File: src/rtl/vend_dp_multi_pkg.sv
// vend_pkg: FSM states, coin encodings and coin values (quarter units) for the vending datapath
package vend_pkg;
  typedef enum logic [1:0] {S_IDLE, S_CHECK, S_VEND, S_CHANGE} state_t;
  localparam logic [3:0] COIN_Q = 4'b0001, COIN_H = 4'b0010, COIN_D = 4'b0100, COIN_F = 4'b1000;
  localparam logic [2:0] CHG_Q = 3'b001, CHG_H = 3'b010, CHG_D = 3'b100;
  localparam int VAL_F = 20, VAL_D = 4, VAL_H = 2, VAL_Q = 1;
  // Anything other than exactly one coin bit is worth nothing and gets rejected
  function automatic logic [4:0] coin_value(input logic [3:0] c);
    return c == COIN_F ? 5'(VAL_F) : c == COIN_D ? 5'(VAL_D) :
           c == COIN_H ? 5'(VAL_H) : c == COIN_Q ? 5'(VAL_Q) : 5'd0;
  endfunction
endpackage

File: src/rtl/vend_dp_multi_if.sv
// vend_dp_multi_if: front-end/ejector bus of the vending datapath; restock ports with VEND_RESTOCK_EN
interface vend_dp_multi_if #(parameter int N_ITEMS = 4, parameter int CREDIT_W = 10, parameter int STOCK_W = 8);
  logic [3:0]          in_coin;
  logic [N_ITEMS-1:0]  in_sel;
  logic                in_vend;
  logic                in_cancel;
  logic                in_change_ready;
`ifdef VEND_RESTOCK_EN
  logic [N_ITEMS-1:0]  in_restock;
  logic [STOCK_W-1:0]  in_restock_qty;
`endif
  logic [N_ITEMS-1:0]  out_stock;
  logic [N_ITEMS-1:0]  out_csel;
  logic [N_ITEMS-1:0]  out_spit;
  logic [CREDIT_W-1:0] out_credit;
  logic                out_short;
  logic                out_coin_reject;
  logic                out_change_valid;
  logic [2:0]          out_change_coin;
  logic                out_busy;
  modport master (
    output in_coin, in_sel, in_vend, in_cancel, in_change_ready,
`ifdef VEND_RESTOCK_EN
    output in_restock, in_restock_qty,
`endif
    input out_stock, out_csel, out_spit, out_credit, out_short, out_coin_reject,
    input out_change_valid, out_change_coin, out_busy
  );
  modport slave (
    input in_coin, in_sel, in_vend, in_cancel, in_change_ready,
`ifdef VEND_RESTOCK_EN
    input in_restock, in_restock_qty,
`endif
    output out_stock, out_csel, out_spit, out_credit, out_short, out_coin_reject,
    output out_change_valid, out_change_coin, out_busy
  );
endinterface

File: src/rtl/vend_dp_multi_change_disp.sv
// vend_change_disp: greedy change coin select from the live credit, valid/ready handshake, done flag
module vend_change_disp
  import vend_pkg::*;
#(parameter int CREDIT_W = 10) (
  input  logic                active,
  input  logic                ready,
  input  logic [CREDIT_W-1:0] credit,
  output logic                valid,
  output logic [2:0]          coin,
  output logic [CREDIT_W-1:0] value,
  output logic                accept,
  output logic                done
);
  // Credit only moves on accept, so the presented coin stays stable while stalled
  always_comb begin
    valid  = active && credit != '0;
    value  = credit >= CREDIT_W'(VAL_D) ? CREDIT_W'(VAL_D) : credit >= CREDIT_W'(VAL_H) ? CREDIT_W'(VAL_H) : credit;
    coin   = !valid ? 3'b000 : value == CREDIT_W'(VAL_D) ? CHG_D : value == CREDIT_W'(VAL_H) ? CHG_H : CHG_Q;
    accept = valid && ready;
    done   = active && credit == '0;
  end
endmodule

File: src/rtl/vend_dp_multi.sv
// vend_dp_multi: vending datapath with prices, stock, credit and change FSM; VEND_RESTOCK_EN adds restocking
module vend_dp_multi
  import vend_pkg::*;
#(
  parameter int N_ITEMS = 4,
  parameter int PRICE_W = 8,
  parameter logic [N_ITEMS*PRICE_W-1:0] ITEM_PRICES = {8'd14, 8'd12, 8'd10, 8'd8},
  parameter int CREDIT_W = 10,
  parameter int STOCK_W = 8,
  parameter int STOCK_INIT = 4
) (
  input logic          in_clk,
  input logic          in_restart_n,
  vend_dp_multi_if.slave bus
);
  state_t state, state_nx;
  logic [CREDIT_W-1:0] credit, credit_nx, chg_value;
  logic [N_ITEMS-1:0]  csel, csel_nx, spit;
  logic [STOCK_W-1:0]  stock [N_ITEMS];
  logic [STOCK_W-1:0]  stock_nx [N_ITEMS];
  logic [CREDIT_W:0]   total, csum;
  logic [4:0]          cval;
  logic                idle, coin_ok, short_p, reject, chg_valid, chg_accept, chg_done;
  logic [2:0]          chg_coin;
`ifdef VEND_RESTOCK_EN
  logic [STOCK_W:0]    rsum;
`endif
  vend_change_disp #(.CREDIT_W(CREDIT_W)) u_disp (
    .active(state == S_CHANGE), .ready(bus.in_change_ready), .credit(credit),
    .valid(chg_valid), .coin(chg_coin), .value(chg_value), .accept(chg_accept), .done(chg_done)
  );
  always_comb begin
    idle    = state == S_IDLE;
    cval    = coin_value(bus.in_coin);
    csum    = {1'b0, credit} + (CREDIT_W+1)'(cval);
    coin_ok = idle && cval != '0 && !csum[CREDIT_W];
    total   = '0;
    for (int i = 0; i < N_ITEMS; i++)
      total = total + (csel[i] ? (CREDIT_W+1)'(ITEM_PRICES[i*PRICE_W +: PRICE_W]) : '0);
  end
  always_comb begin
    state_nx  = state;
    credit_nx = credit;
    csel_nx   = csel;
    stock_nx  = stock;
`ifdef VEND_RESTOCK_EN
    rsum      = '0;
`endif
    case (state)
      S_IDLE: begin
        credit_nx = coin_ok ? csum[CREDIT_W-1:0] : credit;
        for (int i = 0; i < N_ITEMS; i++)
          csel_nx[i] = bus.in_sel[i] ? (!csel[i] && stock[i] != '0) : csel[i];
`ifdef VEND_RESTOCK_EN
        for (int i = 0; i < N_ITEMS; i++) begin
          rsum = {1'b0, stock[i]} + {1'b0, bus.in_restock_qty};
          stock_nx[i] = !bus.in_restock[i] ? stock[i] : rsum[STOCK_W] ? '1 : rsum[STOCK_W-1:0];
        end
`endif
        csel_nx  = bus.in_cancel ? '0 : csel_nx;
        state_nx = bus.in_cancel ? S_CHANGE : (bus.in_vend && total != '0) ? S_CHECK : S_IDLE;
      end
      S_CHECK: state_nx = {1'b0, credit} >= total ? S_VEND : S_IDLE;
      S_VEND: begin
        credit_nx = credit - total[CREDIT_W-1:0];
        csel_nx   = '0;
        for (int i = 0; i < N_ITEMS; i++)
          stock_nx[i] = stock[i] - STOCK_W'(csel[i]);
        state_nx  = S_CHANGE;
      end
      S_CHANGE: begin
        credit_nx = chg_accept ? credit - chg_value : credit;
        state_nx  = chg_done ? S_IDLE : S_CHANGE;
      end
      default: state_nx = S_IDLE;
    endcase
  end
  always_ff @(posedge in_clk) begin
    if (!in_restart_n) begin
      state   <= S_IDLE;
      credit  <= '0;
      csel    <= '0;
      spit    <= '0;
      short_p <= 1'b0;
      reject  <= 1'b0;
      for (int i = 0; i < N_ITEMS; i++) stock[i] <= STOCK_W'(STOCK_INIT);
    end else begin
      state   <= state_nx;
      credit  <= credit_nx;
      csel    <= csel_nx;
      stock   <= stock_nx;
      spit    <= state == S_VEND ? csel : '0;
      short_p <= state == S_CHECK && {1'b0, credit} < total;
      reject  <= bus.in_coin != '0 && !coin_ok;
    end
  end
  always_comb begin
    bus.out_stock = '0;
    for (int i = 0; i < N_ITEMS; i++) bus.out_stock[i] = stock[i] != '0;
    bus.out_csel         = csel;
    bus.out_spit         = spit;
    bus.out_credit       = credit;
    bus.out_short        = short_p;
    bus.out_coin_reject  = reject;
    bus.out_change_valid = chg_valid;
    bus.out_change_coin  = chg_coin;
    bus.out_busy         = !idle;
  end
endmodule

File: src/flat_wrapper.sv
// flat-port wrapper written by rule: the top's interface ports become plain ports
module vend_dp_multi_flat import vend_pkg::*;
#(
  parameter int N_ITEMS = 4,
  parameter int PRICE_W = 8,
  parameter logic [N_ITEMS*PRICE_W-1:0] ITEM_PRICES = {8'd14, 8'd12, 8'd10, 8'd8},
  parameter int CREDIT_W = 10,
  parameter int STOCK_W = 8,
  parameter int STOCK_INIT = 4
)
  (in_clk, in_restart_n, bus_in_coin, bus_in_sel, bus_in_vend, bus_in_cancel, bus_in_change_ready, bus_out_stock, bus_out_csel, bus_out_spit, bus_out_credit, bus_out_short, bus_out_coin_reject, bus_out_change_valid, bus_out_change_coin, bus_out_busy);
  vend_dp_multi_if #(.N_ITEMS(N_ITEMS), .CREDIT_W(CREDIT_W), .STOCK_W(STOCK_W)) bus_i ();
  input logic in_clk;
  input logic in_restart_n;
  input wire logic [$bits(bus_i.in_coin)-1:0] bus_in_coin;
  input wire logic [$bits(bus_i.in_sel)-1:0] bus_in_sel;
  input wire logic [$bits(bus_i.in_vend)-1:0] bus_in_vend;
  input wire logic [$bits(bus_i.in_cancel)-1:0] bus_in_cancel;
  input wire logic [$bits(bus_i.in_change_ready)-1:0] bus_in_change_ready;
  output wire logic [$bits(bus_i.out_stock)-1:0] bus_out_stock;
  output wire logic [$bits(bus_i.out_csel)-1:0] bus_out_csel;
  output wire logic [$bits(bus_i.out_spit)-1:0] bus_out_spit;
  output wire logic [$bits(bus_i.out_credit)-1:0] bus_out_credit;
  output wire logic [$bits(bus_i.out_short)-1:0] bus_out_short;
  output wire logic [$bits(bus_i.out_coin_reject)-1:0] bus_out_coin_reject;
  output wire logic [$bits(bus_i.out_change_valid)-1:0] bus_out_change_valid;
  output wire logic [$bits(bus_i.out_change_coin)-1:0] bus_out_change_coin;
  output wire logic [$bits(bus_i.out_busy)-1:0] bus_out_busy;
  assign bus_i.in_coin = bus_in_coin;
  assign bus_i.in_sel = bus_in_sel;
  assign bus_i.in_vend = bus_in_vend;
  assign bus_i.in_cancel = bus_in_cancel;
  assign bus_i.in_change_ready = bus_in_change_ready;
  assign bus_out_stock = bus_i.out_stock;
  assign bus_out_csel = bus_i.out_csel;
  assign bus_out_spit = bus_i.out_spit;
  assign bus_out_credit = bus_i.out_credit;
  assign bus_out_short = bus_i.out_short;
  assign bus_out_coin_reject = bus_i.out_coin_reject;
  assign bus_out_change_valid = bus_i.out_change_valid;
  assign bus_out_change_coin = bus_i.out_change_coin;
  assign bus_out_busy = bus_i.out_busy;
  vend_dp_multi #(.N_ITEMS(N_ITEMS), .PRICE_W(PRICE_W), .ITEM_PRICES(ITEM_PRICES), .CREDIT_W(CREDIT_W), .STOCK_W(STOCK_W), .STOCK_INIT(STOCK_INIT)) u_core (.in_clk(in_clk), .in_restart_n(in_restart_n), .bus(bus_i));
endmodule
File: config.mk
export PLATFORM = sky130hd
export DESIGN_NAME = vend_dp_multi_flat
export DESIGN_NICKNAME = d
export VERILOG_FILES = /design/src/rtl/vend_dp_multi_pkg.sv /design/src/rtl/vend_dp_multi_if.sv /design/src/rtl/vend_dp_multi_change_disp.sv /design/src/rtl/vend_dp_multi.sv /design/src/flat_wrapper.sv
export SDC_FILE = /design/constraint.sdc
export NUM_CORES = 1
export LEC_CHECK = 0
export CAP_MARGIN = 20
export CORE_UTILIZATION = 56
export CTS_CLUSTER_DIAMETER = 120
export DETAILED_ROUTE_END_ITERATION = 6
export GPL_ROUTABILITY_DRIVEN = 0
export PLACE_DENSITY = 0.83
export SLEW_MARGIN = 20
export SYNTH_ARGS = -nofsm -noshare
export SYNTH_HDL_FRONTEND = slang
export SYNTH_SLANG_ARGS = --single-unit
export TNS_END_PERCENT = 5
File: constraint.sdc
create_clock -name in_clk -period 4.2 [get_ports in_clk]
set_clock_uncertainty 0.05 [all_clocks]
set_input_delay 0.84 -clock in_clk [delete_from_list [all_inputs] [get_ports in_clk]]
set_output_delay 0.84 -clock in_clk [all_outputs]
set_load 0.05 [all_outputs]
# Word level (Yosys, flattened, before mapping)
# Index checks and enable logic that the tools add are counted.
# Widths: inputs -> output; s select.
# totals
ff_bits	54
inputBits	13
wordCells	106
# op_classes
n_addsub	10
magnitude_cmp	4
n_eq_ne	15
mux	27
reduce_logical	37
# ops
operator	n
$mux 10	4
$add 11x11->11	3
$reduce_bool 8->1	4
$sub 8x1->8	4
$pmux 10 s3	1
$mux 4	5
$sub 10x10->10	2
$mux 5	3
$logic_and 1x1->1	12
$ne 3x3->1 const B	4
$add 10x5->11	1
$ge 10x11->1	1
$lt 10x11->1	1
$reduce_bool 11->1	1
$eq 10x2->1 const B	1
$eq 10x3->1 const B	1
$ge 10x2->1 const B	1
$ge 10x3->1 const B	1
$logic_not 10->1	1
$reduce_and 2->1	5
$reduce_bool 10->1	1
$mux 2	4
$pmux 2 s4	1
$pmux 4 s2	1
17 further kinds	30

# Logic depth before layout (Yosys ltp)
# depth
word_depth	10
depth_mapped	14
depth_no_buf	14

# Modules after synthesis
# From an unflattened synthesis, not the netlist that was laid out.
# hier_totals
hier_cells	494
area_unflattened_um2	3982.6
# modules_own_cells
mod	instances	cells_each	area_per_inst_um2
vend_dp_multi	1	471	3823.7
vend_change_disp	1	23	158.9

# Worst setup path after synthesis
# Ideal clock, no wire load.
# synth_path
kind	reg-to-reg
startpoint	reg u_core.csel[0] (netlist: u_core.bus.out_csel[0])
endpoint	reg u_core.credit[9] (netlist: u_core.bus.out_credit[9])
setup_ns	0.122
arrival_ns	3.621
slack_ns	0.407
path_stages_with_launch	15
n_path_buf	0
synth_period_minus_slack_ns	3.793
cell_sequence	dfxtp_1 fa_1 inv_1 fa_1 inv_1 ha_1 fa_1 nand2_1 ha_1 nand4_1 nand2_1 nand3_1 o211ai_1 and4bb_1 a311o_1
# synth_between
elab_chain_len	6
# synth_lines
element	line	source
start, declared	vend_dp_multi.sv:18	logic [N_ITEMS-1:0] csel, csel_nx, spit;
start signal, assigned	vend_dp_multi.sv:90	csel <= csel_nx;
$mux 4	vend_dp_multi.sv:39	total = total + (csel[i] ? (CREDIT_W+1)'(ITEM_PRICES[i*PRICE_W +: PRICE_W]) : '0);
$add 11x11->11 (3 in a row)	vend_dp_multi.sv:39	
$sub 10x10->10	vend_dp_multi.sv:65	credit_nx = credit - total[CREDIT_W-1:0];
$pmux 10 s3	vend_dp_multi.sv:49	case (state)
end signal, assigned	vend_dp_multi.sv:89	credit <= credit_nx;
end, declared	vend_dp_multi.sv:17	logic [CREDIT_W-1:0] credit, credit_nx, chg_value;
# Every way passes these cells.
# A chain may end at the register's enable or synchronous reset.

# Worst setup path in the final report
# Ends and elaborated chain as after synthesis.

==> results_dict.tcl <==
set metrics [dict create \
    async_flop_share 0 \
    critical_path.max_fanout 6 \
    required_ps 4350 \
    cts_buffer_depth 2 \
    avgSynthCellArea_um2 8.27 \
    synth_common_cells "54 x dfxtp_1, 47 x nor2_1, 30 x ha_1" \
    hold_path_class "flop to flop" \
    regArea_um2 1080 \
    crit_path_end_kind "flop" \
    hold_violations 0 \
    ys_types 51 \
    routed_via_density 5.94 \
    die_w_um 79.6 \
    hp-start "u_core.stock[10]" \
    clock_latency_ps 310 \
    grt_pass1_vias 2934 \
    detail-route-antenna-nets 0 \
    met2_usage 0.470 \
    ctsHoldBuffers 0 \
    final_cells 526 \
    p_leak_nw 1.58 \
    via_count 3122 \
    syn_inst 408 \
    yosysTopAreaCell "dfxtp_1" \
    post_cts_resized 0 \
    worstMarginPinSlew_ps 646 \
    routedWlPerCell_um 14.9 \
    setup_tns_ps 0 \
    cts_sinks 54 \
    timing.final.crit_share 0.931 \
    grtUsageMet1 0.326 \
    core_um2 5640 \
    worstPathArrival_ps 4070 \
    r2r_setup_slack_ps 290 \
    grtUsageMet3 0.0366 \
    fp-row-count 27 \
    dieArea_um2 6340 \
    grt_usage 0.266 \
    grt_first_pass_wirelength_um 13300 \
    dr.pass1.iters 4 \
    critPathMaxStageDelay_ps 560 \
    slew_headroom 0.567 \
    cts.htree.levels 2 \
    maxSlewViolCount 0 \
    slowest_stage "fa_1" \
    io_pins 42 \
    ys_top_cells_by_area "dfxtp_1 32%, ha_1 11%, nor2_1 5.2%" \
    rsz0062_at_grt "false" \
    synthToLayoutAreaGrowth_pct 18.1 \
    synth_area_um2 3380 \
    synth-seq-cells 54 \
    multi_input_area_um2 2150 \
    fillers 452 \
    io_buffers 41 \
    r2r.worst_path.cells 14 \
    hpwl_um 5910 \
    holdPathEnd "u_core.stock[10]" \
    drtIter0Drc 128 \
    diodes 0 \
    yosysWarnings 0 \
    crit_top_cell "fa_1" \
    startpoint_type "flop" \
    synth_top_area_frac 0.320 \
    setup_viol 0 \
    clk_pin_slew_ps 100 \
    post-cts-setup-buffer-count 0 \
    min_period_ps 3910 \
    reg2reg_to "u_core.bus.out_credit[9]" \
    initial_core_util 0.598 \
    numCtsBuffers 5 \
    r2r-start "u_core.bus.out_csel[0]" \
    crit_type "flop to flop" \
    placed_cells_incl_taps 518 \
    ir_drop_mv 0.448 \
    synth_ff_type "dfxtp_1" \
    cp_cell_sequence "fa_1 > inv_1 > fa_1 > inv_1 > ha_1 > fa_1 > nand2_1 > ha_1 > nand4_1 > nand2_1 > nand3_1 > o211ai_1 > and4bb_1 > a311o_1" \
    drc 0 \
    layout-drive-gt1-share 0.0573 \
    fp.dieH_um 79.6 \
    grt_most_used_layer "met2" \
    grt_max_degree 22 \
    hold_path_depth 2 \
    synth_edf_count 0 \
    nets 501 \
    grt_overflow_total 0 \
    wirelength_um 7860 \
    max_cap_violations 0 \
    tritoncts "done" \
    yosysSeqAreaShare 0.320 \
    outcome "complete, no violations" \
    fmax_mhz 256 \
    power_density_nw_per_um2 561 \
    root_buffer "clkbuf_8" \
    synth.most_common_cell "dfxtp_1" \
    grt_antenna_before_repair 0 \
    report.power.total_mw 2.24 \
]
==> power breakdown <==
part | switching (mW) | internal [mW] | leakage [nW]
sequential | 0.118 | 0.583 | 0.439
combinational | 0.731 | 0.486 | 1.09
clock | 0.182 | 0.136 | 0.0478
==> stage by stage <==
step	hold slack (ps)	setup slack (ps)	utilization	cell area, µm²
finish	443	288	0.707	3990
global route	479	76.4	0.707	3990
CTS	447	296	0.707	3990
detailed placement	428	185	0.689	3890
global placement	423	339	0.689	3890
floorplan	404	407	-	3380
==> registers in the layout, summed over array words and instances (netlist names) <==
signal,cells
u_core.stock,32
u_core.state,2
u_core.bus.out_csel,4
u_core.bus.out_short,1
u_core.bus.out_spit,4
u_core.bus.out_credit,10
u_core.bus.out_coin_reject,1
==> how the worst max path moves through the flow <==
stage / from / end / cells past startpoint
final: u_core.bus.out_csel[0] / u_core.bus.out_credit[9] / 14
after global routing: u_core.bus.out_csel[0] / u_core.bus.out_credit[9] / 14
after CTS: u_core.bus.out_csel[0] / u_core.bus.out_credit[9] / 14
after detailed placement: bus_in_coin[2] / u_core.bus.out_credit[9] / 10
after global placement: bus_in_coin[2] / u_core.bus.out_credit[9] / 10
after floorplan: u_core.bus.out_csel[0] / u_core.bus.out_credit[9] / 14
==> logic make-up (layout without fill, tap and decap cells) <==
group | count (synthesis) | in the layout | share of synthesized area
compound gates | 89 | 89 | 0.176
xor+xnor | 24 | 24 | 0.0623
fa+ha+maj | 35 | 35 | 0.141
buf+inv | 38 | 82 | 0.0448
flops | 54 | 54 | 0.320
mux | 1 | 1 | 0.00297
other cells | 1 | 3 | 0.00111
simple gates | 166 | 166 | 0.252
==> per-layer routing <==
| layer | vias to the layer above | part of all wire |
|---|---|---|
| li1 | 1559 | - |
| met1 | 1461 | 0.44 |
| met2 | 87 | 0.50 |
| met3 | 15 | 0.044 |
| met4 | 0 | 0.018 |
| met5 | - | 0 |
==> cell type report <==
| type | count | share of cell area |
|---|---|---|
| inverter | 25 | 0.0235 |
| timing repair buffer | 49 | 0.118 |
| tap | 72 | 0.0226 |
| sequential | 54 | 0.271 |
| multi-input combinational | 318 | 0.540 |
| clock buffer | 6 | 0.0207 |
| clock inverter | 2 | 0.00408 |
==> critical path: cells and delay by family, from the launching register on <==
kind,cells,cell delay [ps]
flops,1,400
buf+inv,2,100
simple gates,5,630
compound gates,2,460
fa+ha+maj,5,2170
==> placed cells by master, fill, tap and decap left out, types with 2 or more instances in the layout <==
cell type	n
nand2_1	27
a211oi_1	15
xnor2_1	13
a21o_1	3
nor3_1	17
and3_1	10
a21oi_1	26
nor2_1	47
nand4_1	8
clkbuf_8	6
conb_1	3
inv_1	24
clkdlybuf4s50_1	41
fa_1	5
o21ai_0	19
o211ai_1	5
or2_2	4
or3_1	7
a211o_1	2
dfxtp_1	54
and2_1	4
buf_4	8
nand3_1	13
o21a_1	6
xor2_1	11
nand4b_1	3
nor4_1	11
ha_1	30
nand2b_1	3
nor3b_1	2
nor4b_1	5
No activity file was read; power rests on OpenSTA's default activity.
==> edit 1 (same flow settings) <==
`CREDIT_W` is set to 10 in 4 places; all go to 12.
--- a/src/rtl/vend_dp_multi_if.sv
+++ b/src/rtl/vend_dp_multi_if.sv
@@ -1,3 +1,3 @@
 // vend_dp_multi_if: front-end/ejector bus of the vending datapath; restock ports with VEND_RESTOCK_EN
-interface vend_dp_multi_if #(parameter int N_ITEMS = 4, parameter int CREDIT_W = 10, parameter int STOCK_W = 8);
+interface vend_dp_multi_if #(parameter int N_ITEMS = 4, parameter int CREDIT_W = 12, parameter int STOCK_W = 8);
   logic [3:0]          in_coin;
--- a/src/rtl/vend_dp_multi_change_disp.sv
+++ b/src/rtl/vend_dp_multi_change_disp.sv
@@ -3,3 +3,3 @@
   import vend_pkg::*;
-#(parameter int CREDIT_W = 10) (
+#(parameter int CREDIT_W = 12) (
   input  logic                active,
--- a/src/rtl/vend_dp_multi.sv
+++ b/src/rtl/vend_dp_multi.sv
@@ -7,3 +7,3 @@
   parameter logic [N_ITEMS*PRICE_W-1:0] ITEM_PRICES = {8'd14, 8'd12, 8'd10, 8'd8},
-  parameter int CREDIT_W = 10,
+  parameter int CREDIT_W = 12,
   parameter int STOCK_W = 8,
--- a/src/flat_wrapper.sv
+++ b/src/flat_wrapper.sv
@@ -6,3 +6,3 @@
   parameter logic [N_ITEMS*PRICE_W-1:0] ITEM_PRICES = {8'd14, 8'd12, 8'd10, 8'd8},
-  parameter int CREDIT_W = 10,
+  parameter int CREDIT_W = 12,
   parameter int STOCK_W = 8,
Interface: changed (resized bus_out_credit); port bits go from 42 to 44. The function was not compared with the original's and may differ.
==> edit 1 against the original RTL <==
The run now ends with design-rule violations left. Setup slack got worse by 54 ps. First-iteration DRC count increased by 41%. Sequential cell count increased by 2. Cell area increased by 8.4%. Synthesized area increased by 11%. Power increased by 0.55%. Routed wire length increased by 12%. Largest cell class unchanged.
==> edit 1: results (changes against the original RTL) <==
- Cells on worst reg2reg path: 12 (-2)
- Vias in the first global route: 3176 (+8.2%)
- RR Endpoint: u_core.bus.out_credit[11]
- Post-CTS Setup Inserts: 0 (unchanged)
- Nets: 542 (+8.2%)
- Unique masters post-synth: 65 (+27%)
- Global-route wire length before repair: 14780 um (+11%)
- Ratio of cells with drive above 1 in the final layout: 6.694% (+0.97 points)
- FF-to-FF setup slack: 230 ps (-50 ps)
- Placed insts: 562 (+8.5%)
- Hpwl dp: 6382 um (+8.0%)
- Largest net degree at the start of global routing: 46 (+110%)
- CP max stage delay: 580 ps (+20 ps)
- Starting DRT DRC Count: 180 (+41%)
- Peak supply drop: 389.6 uV (-13%)
- Reg clk slew, reported paths: 100 ps (about the same)
- Via count: 3475 (+11%)
- Sw Share: 46.74% (+0.65 points)
- Sequential fraction of the synthesis area: 29.87% (-2.2 points)
- Async set-or-reset flop fraction in the synthesized netlist: 0% (unchanged)
- Fin cells: 570 (+8.4%)
- Worst Hold Launch: u_core.stock[26]
- Failing checks: design-rule violations
- TritonRoute pass-1 iters: 6 (+2)
- Worst Path Arrival: 4170 ps (+100 ps)
- Initial antenna violation count: 0 (unchanged)
- Crit-path slowest cell: fa_1
- DRT Wirelength: 8767 um (+12%)
- Fillers: 520 (+15%)
- GR Util All Layers: 25.85% (-0.73 points)
- Avg Inst Size Synth: 8.379 sq um (+1.3%)
- Status: finished with violations
- Hold EP: u_core.stock[26]
- Port-buffer cells: 43 (+4.9%)
- Synth top area cells: dfxtp_1 (30%), ha_1 (11%), nor2_1 (4.5%)
- Commonest cells post-synth: dfxtp_1 (56), nor2_1 (45), ha_1 (32)
- Leak Pwr: 1.647 nW (+4.5%)
- Worst min path class: flop to flop
- Worst Tran Pin Value: 843.6 ps (+198.1 ps)
- Drt drc: 8 (+8)
edit 1: how the worst max path moves through the flow:
stage / start / endpoint / slack (ps) / cells past startpoint
floorplan: u_core.bus.out_csel[1] / u_core.bus.out_credit[11] / 100 / 12
global placement: u_core.bus.out_csel[0] / u_core.bus.out_credit[11] / 350 / 12
detailed placement: bus_in_coin[2] / u_core.bus.out_credit[9] / 260 / 10
CTS: u_core.bus.out_csel[0] / u_core.bus.out_credit[11] / 250 / 12
global route: u_core.bus.out_csel[0] / u_core.bus.out_credit[11] / 60 / 12
finish: u_core.bus.out_csel[0] / u_core.bus.out_credit[11] / 230 / 12
edit 1: layer usage:
metal / GRT usage, % / up-vias / part of all wire [%]
met3: 3.956 / 15 / 5.9
met1: 33.54 / 1645 / 45
met2: 43.96 / 110 / 48
met5: 0 / - / 0
met4: 8.307 / 0 / 1.6
li1: - / 1705 / -
edit 1: power by group through the flow:
| stage | registers [mW] | clock network [mW] | logic (mW) |
|---|---|---|---|
| floorplan | 0.844 | 0 | 0.816 |
| global placement | 0.707 | 0 | 1.19 |
| detailed placement | 0.712 | 0 | 1.22 |
| CTS | 0.700 | 0.317 | 1.23 |
| global route | 0.716 | 0.340 | 1.35 |
| finish | 0.705 | 0.311 | 1.23 |
edit 1: cell type report:
| class | instances | area (sq um) | area share [%] |
|---|---|---|---|
| well taps | 77 | 96.34 | 2.229 |
| repair buffers | 51 | 490.5 | 11.35 |
| clock inverters | 3 | 21.27 | 0.4922 |
| multi-input cells | 355 | 2437 | 56.40 |
| clock buffers | 5 | 68.82 | 1.592 |
| inverters | 23 | 86.33 | 1.998 |
| flip-flops and latches | 56 | 1121 | 25.94 |
edit 1: through the flow:
step	hold slack (ps)	instance area [sq um]	utilization (%)	setup WS [ps]
global placement	419.4	4232	65.89	350.8
finish	444.5	4322	67.29	233.9
detailed placement	437.7	4232	65.89	264.6
global route	471.0	4322	67.29	64.44
CTS	453.6	4322	67.29	251.1
floorplan	404.2	3769	-	100.6
edit 1: cell families after synthesis:
| logic type | Yosys count | synth area share [%] |
|---|---|---|
| DFF | 56 | 29.87 |
| and+or+nand+nor | 175 | 25.03 |
| xor gates and xnor gates | 21 | 4.900 |
| other | 1 | 0.09990 |
| muxes | 5 | 1.333 |
| buffers and inverters | 41 | 5.600 |
| AOI/OAI and AO/OA | 112 | 19.83 |
| adders and majority gates | 37 | 13.33 |
edit 1: worst register-to-register path: cells and delay by family (launching register included):
kind	cells	cell delay [ps]
fa+ha+maj	5	2020
simple gates	2	660
compound gates	3	550
flops	1	370
mux	1	190
buf+inv	1	60
==> edit 2 (same flow settings) <==
Without the edit above. Encoding of `state_t`: now Gray code (2 bits for 4 states).
--- a/src/rtl/vend_dp_multi_pkg.sv
+++ b/src/rtl/vend_dp_multi_pkg.sv
@@ -2,3 +2,3 @@
 package vend_pkg;
-  typedef enum logic [1:0] {S_IDLE, S_CHECK, S_VEND, S_CHANGE} state_t;
+  typedef enum logic [1:0] {S_IDLE = 2'b00, S_CHECK = 2'b01, S_VEND = 2'b11, S_CHANGE = 2'b10} state_t;
   localparam logic [3:0] COIN_Q = 4'b0001, COIN_H = 4'b0010, COIN_D = 4'b0100, COIN_F = 4'b1000;
Check against the original RTL: no difference found for any inputs over 10 cycles, from zero or initial values; not proved beyond that.
==> edit 2 against the original RTL <==
Sequential cell count did not move. Routed wire length shrank 2.7%. Global-route usage down 0.92 points. Sequential share of layout area decreased by 0.34 points. Setup slack gained 240 ps. Synthesized area rose by 2.7%. Cell area rose by 1.3%. First-iteration DRC count is 20% higher. Power decreased by 32%. Critical endpoint is now u_core.bus.out_credit[6].
==> edit 2: results (changes against the original RTL) <==
- Status: finished, final reports clean
- Peak supply drop: 308.2 uV (-31%)
- Vias per inst: 5.881 (-0.92%)
- Place WS: 357.8 ps (+172.9 ps)
- Post-CTS Setup Inserts: 0 (unchanged)
- WL/cell: 14.70 um (-1.6%)
- Unique masters post-synth: 55 (+7.8%)
- Nets: 492 (-1.8%)
- CP max stage delay: 520 ps (-40 ps)
- Worst Tran Pin Value: 771.9 ps (+126.4 ps)
- # H-tree levels: 2 (unchanged)
- Flip-flop count of the largest register after layout: 32 (unchanged)
- Ratio of cells with drive above 1 in the final layout: 4.494% (-1.2 points)
- Global-route wire length before repair: 13010 um (-2.3%)
- Largest Register: u_core.stock
- Vias in the first global route: 2922 (-0.41%)
- GR Util All Layers: 25.66% (-0.92 points)
- Hpwl dp: 5761 um (-2.5%)
- Largest net degree at the start of global routing: 36 (+64%)
- Fillers: 488 (+8.0%)
- Crit-path slowest cell: fa_1
- Placed cell areas: 3940 sq um (+1.3%)
- Worst Path Arrival: 3840 ps (-230 ps)
- Starting DRT DRC Count: 153 (+20%)
- Synth top area cells: dfxtp_1 (31%), ha_1 (11%), nand2_1 (4.3%)
- Final WS setup: 526.6 ps (+238.6 ps)
- Commonest cells post-synth: dfxtp_1 (54), nand2_1 (40), ha_1 (30)
- Leak Pwr: 1.711 nW (+8.6%)
- Cells on worst reg2reg path: 14 (unchanged)
- Sequential fraction of the synthesis area: 31.18% (-0.84 points)
- CTS root buf: clkbuf_8
- Crit Path Max Fanout: 7 (+1)
-- edit 2: path summary, 6_finish.rpt --
path,startpoint,to
setup / recovery,u_core.bus.out_csel[1],u_core.bus.out_credit[6]
hold / removal,u_core.stock[18],u_core.stock[18]
hold reg to reg,u_core.stock[18],u_core.stock[18]
setup reg to reg,u_core.bus.out_csel[1],u_core.bus.out_credit[6]
-- edit 2: cell type report --
class / count / area, sq um / share of cell area, %
repair buffers: 46 / 447.9 / 11.09
clock buffers: 6 / 82.58 / 2.045
well taps: 75 / 93.84 / 2.323
clock inverters: 2 / 16.27 / 0.4027
multi-input cells: 314 / 2231 / 55.24
flip-flops and latches: 54 / 1081 / 26.77
inverters: 23 / 86.33 / 2.138
-- edit 2: cell families (layout without fill, tap and decap cells) --
group | Yosys count | in the layout | synth area share (%)
AO/OA/AOI/OAI | 99 | 99 | 20.17
XOR/XNOR | 21 | 21 | 5.305
adder cells (fa/ha/maj) | 35 | 35 | 13.71
buffers and inverters | 42 | 77 | 4.835
flip-flops | 54 | 54 | 31.18
multiplexers | 3 | 3 | 0.8661
other | 1 | 3 | 0.1082
AND/OR/NAND/NOR | 153 | 153 | 23.82
-- edit 2: critical path, delay by kind of cell, from the launching register on --
kind	cells	cell delay [ps]
fa+ha+maj	5	2040
compound gates	5	750
flops	1	400
xor+xnor	1	160
buf+inv	2	90
simple gates	1	60
-- edit 2: stage by stage --
stage                     std cells  hold WS, ps
after floorplan                 410        404.2
after global placement          512        423.6
after detailed placement        512        446.6
after CTS                       520        462.4
after global routing            520        493.6
final                           520        456.5
-- edit 2: routing by layer --
| layer | vias up | GRT usage (%) | wire length, um |
|---|---|---|---|
| met5 | - | 0 | 0 |
| met1 | 1448 | 31.23 | 3485 |
| met4 | 0 | 9.107 | 138 |
| met3 | 12 | 3.750 | 258 |
| met2 | 59 | 45.42 | 3761 |
| li1 | 1539 | - | - |
-- edit 2: power breakdown --
group	total (mW)	internal (mW)	leakage (nW)	switching (mW)
clock	0.325	0.136	0.0478	0.189
sequential	0.578	0.536	0.437	0.0425
combinational	0.618	0.244	1.23	0.374
